===== config.mk =====
export PLATFORM = sky130hd
export DESIGN_NAME = alu_exec_unit
export DESIGN_NICKNAME = d
export VERILOG_FILES = /design/src/rtl/alu_exec_unit.sv
export SDC_FILE = /design/constraint.sdc
export NUM_CORES = 1
export LEC_CHECK = 0
export BUFFER_PORTS_ARGS = -buffer_cell sky130_fd_sc_hd__buf_2
export CAP_MARGIN = 20
export CORE_MARGIN = 5
export CORE_UTILIZATION = 52
export DETAILED_ROUTE_END_ITERATION = 10
export HOLD_SLACK_MARGIN = 0.15
export PLACE_DENSITY = 0.73
export SETUP_SLACK_MARGIN = 0.5
export SLEW_MARGIN = 20
export SYNTH_ARGS = -nofsm -noshare
export SYNTH_HDL_FRONTEND = slang
export SYNTH_SLANG_ARGS = --single-unit

===== constraint.sdc =====
create_clock -name CLK -period 3.5 [get_ports CLK]
set_input_delay 0.35 -clock CLK [delete_from_list [all_inputs] [get_ports CLK]]
set_output_delay 0.35 -clock CLK [all_outputs]
set_load 0.02 [all_outputs]

===== src/rtl/alu_exec_unit.sv =====
// ---------------------------------------------------------------------------
// alu_exec_unit
//
// Execute-stage ALU that takes the operand pair from the operand-select logic.
// It accepts one RV32I operation per valid/ready handshake. Arithmetic and
// logic operations finish in one cycle. Shifts run iteratively, one bit
// position per cycle. The result and destination register are held until
// writeback takes them.
//
// Ports
//   CLK        clock, all state updates on the rising edge
//   RESET      synchronous, active-high reset
//   IN_VALID   operation presented on DATA0/DATA1/OPCODE/FUNCT3/FUNCT7_5/RD
//   IN_READY   unit can accept an operation (high only while idle)
//   DATA0      operand 0
//   DATA1      operand 1 (DATA1[SHAMT_W-1:0] is the shift amount)
//   OPCODE     RV32I opcode
//   FUNCT3     RV32I funct3
//   FUNCT7_5   instr[30], selects SUB / SRA
//   RD         destination register, passed through to RD_OUT
//   OUT_VALID  RESULT / RD_OUT / ILLEGAL are valid
//   OUT_READY  writeback accepts the result
//   RESULT     computed result (holds its last value after the handshake)
//   RD_OUT     registered destination register
//   ILLEGAL    opcode was outside the supported set
// ---------------------------------------------------------------------------
module alu_exec_unit #(
  parameter int WIDTH   = 32,
  parameter int SHAMT_W = 5
) (
  input  logic             CLK,
  input  logic             RESET,
  input  logic             IN_VALID,
  output logic             IN_READY,
  input  logic [WIDTH-1:0] DATA0,
  input  logic [WIDTH-1:0] DATA1,
  input  logic [6:0]       OPCODE,
  input  logic [2:0]       FUNCT3,
  input  logic             FUNCT7_5,
  input  logic [4:0]       RD,
  output logic             OUT_VALID,
  input  logic             OUT_READY,
  output logic [WIDTH-1:0] RESULT,
  output logic [4:0]       RD_OUT,
  output logic             ILLEGAL
);

  localparam logic [6:0] OP_REG   = 7'b0110011;
  localparam logic [6:0] OP_IMM   = 7'b0010011;
  localparam logic [6:0] OP_LOAD  = 7'b0000011;
  localparam logic [6:0] OP_STORE = 7'b0100011;
  localparam logic [6:0] OP_LUI   = 7'b0110111;
  localparam logic [6:0] OP_AUIPC = 7'b0010111;

  localparam logic [1:0] SH_LL = 2'd0;
  localparam logic [1:0] SH_RL = 2'd1;
  localparam logic [1:0] SH_RA = 2'd2;

  typedef enum logic [1:0] {
    S_IDLE  = 2'd0,
    S_SHIFT = 2'd1,
    S_DONE  = 2'd2
  } state_t;

  function automatic logic op_legal(input logic [6:0] op);
    case (op)
      OP_REG, OP_IMM, OP_LOAD, OP_STORE, OP_LUI, OP_AUIPC: op_legal = 1'b1;
      default:                                              op_legal = 1'b0;
    endcase
  endfunction

  function automatic logic op_is_shift(input logic [6:0] op, input logic [2:0] f3);
    op_is_shift = ((op == OP_REG) || (op == OP_IMM)) &&
                  ((f3 == 3'b001) || (f3 == 3'b101));
  endfunction

  // Single-cycle result. Shift encodings only reach this function with a
  // zero shift amount, so they return operand 0 unchanged.
  function automatic logic [WIDTH-1:0] alu_compute(
    input logic [6:0]       op,
    input logic [2:0]       f3,
    input logic             f7,
    input logic [WIDTH-1:0] a,
    input logic [WIDTH-1:0] b
  );
    logic signed [WIDTH-1:0] sa;
    logic signed [WIDTH-1:0] sb;
    logic [WIDTH-1:0]        res;
    sa  = a;
    sb  = b;
    res = '0;
    case (op)
      OP_REG, OP_IMM: begin
        case (f3)
          3'b000:         res = (op == OP_REG && f7) ? a - b : a + b;
          3'b010:         res = {{(WIDTH-1){1'b0}}, (sa < sb)};
          3'b011:         res = {{(WIDTH-1){1'b0}}, (a < b)};
          3'b100:         res = a ^ b;
          3'b110:         res = a | b;
          3'b111:         res = a & b;
          default:        res = a;
        endcase
      end
      OP_LOAD, OP_STORE, OP_LUI, OP_AUIPC: res = a + b;
      default:                             res = '0;
    endcase
    alu_compute = res;
  endfunction

  function automatic logic [WIDTH-1:0] shift_step(
    input logic [1:0]       kind,
    input logic [WIDTH-1:0] w
  );
    case (kind)
      SH_LL:   shift_step = {w[WIDTH-2:0], 1'b0};
      SH_RL:   shift_step = {1'b0, w[WIDTH-1:1]};
      default: shift_step = {w[WIDTH-1], w[WIDTH-1:1]};
    endcase
  endfunction

  state_t             state_q;
  state_t             state_d;
  logic [WIDTH-1:0]   work_q;
  logic [SHAMT_W-1:0] count_q;
  logic [1:0]         kind_q;
  logic [WIDTH-1:0]   result_q;
  logic [4:0]         rd_q;
  logic               illegal_q;

  logic [SHAMT_W-1:0] shamt_in;
  logic               start_shift;
  logic [1:0]         kind_in;
  logic [WIDTH-1:0]   shift_next;
  logic               last_shift;

  assign shamt_in    = DATA1[SHAMT_W-1:0];
  assign start_shift = op_is_shift(OPCODE, FUNCT3) && (shamt_in != '0);
  assign kind_in     = (FUNCT3 == 3'b001) ? SH_LL : (FUNCT7_5 ? SH_RA : SH_RL);
  assign shift_next  = shift_step(kind_q, work_q);
  assign last_shift  = (count_q == SHAMT_W'(1));

  always_ff @(posedge CLK) begin
    if (RESET) begin
      state_q <= S_IDLE;
    end else begin
      state_q <= state_d;
    end
  end

  always_comb begin
    state_d   = state_q;
    IN_READY  = 1'b0;
    OUT_VALID = 1'b0;
    case (state_q)
      S_IDLE: begin
        IN_READY = 1'b1;
        if (IN_VALID) state_d = start_shift ? S_SHIFT : S_DONE;
      end
      S_SHIFT: begin
        if (last_shift) state_d = S_DONE;
      end
      S_DONE: begin
        OUT_VALID = 1'b1;
        if (OUT_READY) state_d = S_IDLE;
      end
      default: state_d = S_IDLE;
    endcase
  end

  // ---- accept / iterate stage: operands latched, result registered ----
  always_ff @(posedge CLK) begin
    if (RESET) begin
      work_q    <= '0;
      count_q   <= '0;
      kind_q    <= SH_LL;
      result_q  <= '0;
      rd_q      <= '0;
      illegal_q <= 1'b0;
    end else begin
      case (state_q)
        S_IDLE: begin
          if (IN_VALID) begin
            rd_q <= RD;
            if (start_shift) begin
              work_q    <= DATA0;
              count_q   <= shamt_in;
              kind_q    <= kind_in;
              illegal_q <= 1'b0;
            end else begin
              result_q  <= alu_compute(OPCODE, FUNCT3, FUNCT7_5, DATA0, DATA1);
              illegal_q <= ~op_legal(OPCODE);
            end
          end
        end
        S_SHIFT: begin
          // The final step lands directly in the result register.
          if (last_shift) begin
            result_q <= shift_next;
          end else begin
            work_q  <= shift_next;
            count_q <= count_q - SHAMT_W'(1);
          end
        end
        default: ;
      endcase
    end
  end

  assign RESULT  = result_q;
  assign RD_OUT  = rd_q;
  assign ILLEGAL = illegal_q;

endmodule

Word-level counts from Yosys, hierarchy flattened

Cells that the tools add are included.
Widths: inputs -> output; s select.

Word-level logic and storage cells: 88
Input port bits: 84
Flip-flop bits (word level): 79
Output and inout bits: 40

Add/subtract/negate cells: 3
Equal/unequal tests: 23
Multiplexer cells: 31
Bitwise gates (word level): 4
Magnitude comparators: 2
Reductions and logical operators: 18

Operators by type and width:

| cell               | number |
|---|---|
| $pmux 32 s2        | 4 |
| $mux 32            | 7 |
| $pmux 32 s6        | 1 |
| $lt 32x32->1       | 2 |
| $add 32x32->32     | 1 |
| $and 32x32->32     | 1 |
| $or 32x32->32      | 1 |
| $sub 32x32->32     | 1 |
| $xor 32x32->32     | 1 |
| $eq 7x6->1 const B | 3 |
| $mux 5             | 3 |
| $eq 7x5->1 const B | 2 |
| $eq 3x3->1 const B | 4 |
| $mux 2             | 6 |
| $ne 2x2->1 const B | 6 |
| $pmux 5 s2         | 1 |
| $mux 1             | 8 |
| $reduce_and 4->1   | 2 |
| $eq 7x2->1 const B | 1 |
| $eq 3x2->1 const B | 2 |
| $pmux 2 s3         | 1 |
| $reduce_and 3->1   | 2 |
| $reduce_or 6->1    | 1 |
| $eq 5x1->1 const B | 1 |
| 14 further kinds   | 19 |

Logic depth before layout (Yosys ltp)

Depth in word-level cells: 10
Depth in mapped cells: 12
Depth with buffers taken out: 12

Worst setup path after synthesis

OpenSTA, ideal clock, no wires.

Path kind: input -> register
Start point: input port DATA0[20]
End point: register result_q[25] (netlist: RESULT[25])
Required time: 3.363 ns
Setup time: 0.137 ns
Path slack: 0.899 ns
Data arrival time: 2.464 ns
Stages: 12
Buffers on the path: 1
Path through: inv_1 -> ha_1 -> buf_6 -> or3_4 -> or3_4 -> nor2_2 -> a22oi_2 -> o21ai_4 -> nor4b_1 -> or4_1 -> nand3_1 -> a221oi_2

Cells in the longest elaborated chain, start to end: 7
Elaborated cells between the ends (all ways): 8
Classes of those cells: 2 x add/sub; 6 x mux

RTL lines:

| what                                             | RTL line | source |
|---|---|---|
| start: declaration                               | 35       | `input logic [WIDTH-1:0] DATA0,` |
| $add 32x32->32 or $sub 32x32->32 (tied branches) | 95, 104  |  |
| $mux 32                                          | 95       | `3'b000: res = (op == OP_REG && f7) ? a - b : a + b;` |
| $pmux 32 s6                                      | 94       | `case (f3)` |
| $pmux 32 s2 (*)                                  | 92       | `case (op)` |
| $mux 32 (*)                                      | 184      | `if (start_shift) begin` |
| $mux 32 (*)                                      | 182      | `if (IN_VALID) begin` |
| $pmux 32 s2 (*)                                  | 180      | `case (state_q)` |
| end signal: assignment                           | 190      | `result_q <= alu_compute(OPCODE, FUNCT3, FUNCT7_5, DATA0, DATA1);` |
| end signal: assignment                           | 198      | `result_q <= shift_next;` |
| end: declaration                                 | 126      | `logic [WIDTH-1:0] result_q;` |

Mark *: on every way between the ends. The rest lies on a longest branch, timed or not. The select of a mux whose other input is x is not followed.
A chain may end at the register's enable or synchronous reset.

Final worst setup path

Start point: input port DATA1[0]
End point: register result_q[22] (netlist: RESULT[22])

Cells in the longest elaborated chain, start to end: 7
Elaborated cells between the ends (all ways): 12
Classes of those cells: 2 x add/sub; 1 x eq/ne; 6 x mux; 3 x reduce/logical

RTL lines:

| what                                             | RTL line | source |
|---|---|---|
| start: declaration                               | 36       | `input logic [WIDTH-1:0] DATA1,` |
| $add 32x32->32 or $sub 32x32->32 (tied branches) | 95, 104  |  |
| $mux 32                                          | 95       |  |
| $pmux 32 s6                                      | 94       |  |
| $pmux 32 s2                                      | 92       |  |
| $mux 32                                          | 184      |  |
| $mux 32                                          | 182      |  |
| $pmux 32 s2                                      | 180      |  |

Parallel ways exist; a longest one is shown, timed or not. The select of a mux whose other input is x is not followed.

==> summary.txt <==
Floorplanning
  – Horiz. Die Dim: 146 microns
  – Site Rows: 49
  – Initial Utilization: between 50 and 60%
  – Die Outline Area: 21300 sq um
  – Floorplan die height: 146 microns
  – Floorplan Core Area: 18100 sq um
  – Ports: roughly 120

Synthesis
  – Count of different cell masters after synthesis: 87
  – Portion of the post-synthesis area used by sequential elements: 16.5%
  – Most common flop cell mapped by yosys: dfxtp_1
  – Number of warnings issued by yosys: 0
  – Count of flip-flops with a built-in enable after synthesis: 0
  – Post-synthesis async set-or-reset flop share: 0%
  – Syn Nets: around 1600
  – Post-Synthesis Mean Instance Area: 6.85 sq um
  – Cells after Synth: 1399
  – Post-Syn Area: 9590 sq um
  – Count of state elements after synthesis: 79

Global routing
  – Number of antenna violations at the first check in global routing: 0
  – Maximum number of pins on one net before global-route repair: 71
  – Overall track demand over capacity in global routing: 33.2%
  – Via count of the first global-routing pass: 10100
  – Wire length of the first global-routing pass: between 50000 and 60000 microns
  – Global route total overflow: 0

STA
  – Minimum period implied by the final worst setup slack: ~2.9 ns
  – Relative slew margins: 33.3%
  – Unrepaired setup endpoints after global routing: false
  – Final sum of negative setup slack: 0 ns
  – Final setup violation count: 0
  – Maximum clock skew at final layout: ~0.0098 ns
  – Peak clock frequency supported by timing: about 340 MHz
  – Fraction of the cycle the final worst path needs: 83.1%
  – Number of max-slew violations in the final report: 0
  – Number of hold-slack violations in the final timing report: 0
  – Slew at the pin closest to its max-slew limit: 1.00 ns

Routing
  – Length of the first detailed-routing pass in iterations: 6
  – DR vias/cell: between 6 and 7
  – Number of nets still failing antenna checks after routing: 0
  – Vias post-DR: 11200
  – 1st-iter DRT viols: 1385
  – Per-cell routed wire length: 21.6 microns
  – Residual DRC count: 0
  – Detailed-route wire length: 37100 microns

Pwr
  – Static leakage: roughly 0.0045 uW
  – Max IR drop VDD: 213 uV
  – Power Density: 286 nW/um^2
  – Power Total: 3120 uW

Setup path
  – Crit. End Element: register
  – Required time at the endpoint of the critical path: 3.72 ns
  – Worst Path Arrival: 3.13 ns
  – Nature of the critical path startpoint: primary input
  – Crit Path Class: in -> reg
  – Top fanout value on the critical path: 5

CTS
  – CTS buffer count: 9
  – Number of clock sinks: 79
  – TritonCTS clock tree: done
  – CTS Buffer Depth: 2
  – Clock Pin Slew Worst Setup and Hold Paths: ~0.070 ns
  – Number of levels in the clock H-tree: 3
  – Cts hold-fix bufs: 0
  – Clock network latency to the later pin of the worst-skew pair: 0.35 ns
  – Clock tree root buffer cell: clkbuf_16

Cells and area
  – Post-layout instance count excluding filler cells: between 1500 and 2000
  – Top library cells by usage in the layout, fill and taps aside: nand2_1, a21oi_1, buf_2
  – Total number of nets in the final design: 1670
  – Ant diodes: 0
  – Number of fill cells: 1805
  – Area added between synthesis and finish: 13.5%
  – Proportion of layout cells with a drive suffix above 1: roughly 17%
  – Finished Core Util: between 60% and 70%
  – Most common library cell in the layout ignoring fill and taps: nand2_1

Run
  – Total of max-cap violations: 0

Hold path
  – Type of the worst min-delay path: in -> reg

Placed design
  – Detailed-placement wirelength estimate: 27700 microns
  – DP Cell Count: 1703
  – IO buf count: roughly 120
  – GP Congestion: roughly 1.0

Outcome
  – Status: finished clean
-- report_power, final --
part           total (uW)  internal [uW]  switching, uW
clock                 989            561            428
combinational        1190            433            757
sequential            939            921           18.0
-- sequential cells by signal (all words and copies together) (netlist names) --
name / cells
RD_OUT: 5
work_q: 32
ILLEGAL: 1
RESULT: 32
kind_q: 2
count_q: 5
state_q: 2
-- cell usage after synthesis (25+ instances only) --
| library cell | n | area [sq um] |
|---|---|---|
| clkbuf_1 | 65 | 244 |
| a211oi_1 | 25 | 188 |
| inv_1 | 88 | 330 |
| nor2_1 | 111 | 417 |
| a21oi_1 | 164 | 821 |
| nand2_1 | 204 | 766 |
| dfxtp_1 | 79 | 1580 |
| o211ai_1 | 51 | 383 |
| o21ai_0 | 68 | 340 |
| ha_1 | 98 | 1230 |
| nand3_1 | 43 | 215 |
-- per-stage QoR --
step,cell area (sq um),setup slack (ns),hold slack [ns]
final,10900,0.592,0.235
after floorplan,9590,0.899,0.445
after global placement,10500,0.116,0.435
after global routing,10900,0.500,0.233
after detailed placement,10500,0.0979,0.442
after CTS,10800,0.539,0.228
-- per-layer routing --
| metal | vias up | GRT usage (%) | wire, microns |
|---|---|---|---|
| li1 | 5189 | - | - |
| met1 | 5155 | 46.9 | 15700 |
| met2 | 695 | 50.4 | 15900 |
| met3 | 119 | 5.82 | 4140 |
| met4 | 0 | 12.4 | 1400 |
| met5 | - | 0 | 0 |
-- cells by family (layout without fill, tap and decap cells) --
family / Yosys count / in the layout / synth area share, %
fa+ha+maj: 100 / 100 / 13.2
flops: 79 / 79 / 16.5
simple gates: 487 / 487 / 23.7
compound gates: 493 / 493 / 34.3
mux: 12 / 12 / 1.27
xor+xnor: 34 / 34 / 3.11
buf+inv: 194 / 286 / 7.99
-- worst max-delay path: stages --
cell,delay (ns)
buf_2,0.13
ha_1,0.24
inv_1,0.08
fa_1,0.41
nand2b_1,0.20
a21oi_2,0.22
o21ai_1,0.20
a211oi_2,0.35
nor2b_2,0.14
mux2i_1,0.19
xnor2_1,0.09
a221oi_1,0.42
o21ai_1,0.12
-- repair_timing --
action,in CTS,in global routing
hold endpoints to repair,0,0
gates resized for setup,0,13
setup endpoints to repair,1,6
pin swaps,1,0
buffers inserted,1,0
-- path summary, 6_finish.rpt --
kind / from / end / slack [ns] / depth (start not counted)
max: DATA1[0] / RESULT[22] / 0.59 / 13
min: RD[1] / RD_OUT[1] / 0.23 / 3
max reg2reg: count_q[2] / RESULT[28] / 1.10 / 8
min reg2reg: RESULT[6] / RESULT[6] / 0.45 / 2
-- cell type report --
type / instances / area, sq um / area share (%)
sequential: 79 / 1580 / 14.5
tap: 229 / 287 / 2.63
inverter: 93 / 349 / 3.21
multi-input combinational: 1126 / 7310 / 67.2
timing repair buffer: 177 / 1050 / 9.61
clock inverter: 7 / 80.1 / 0.736
clock buffer: 9 / 225 / 2.07
Power figures use the tool's default switching activity.
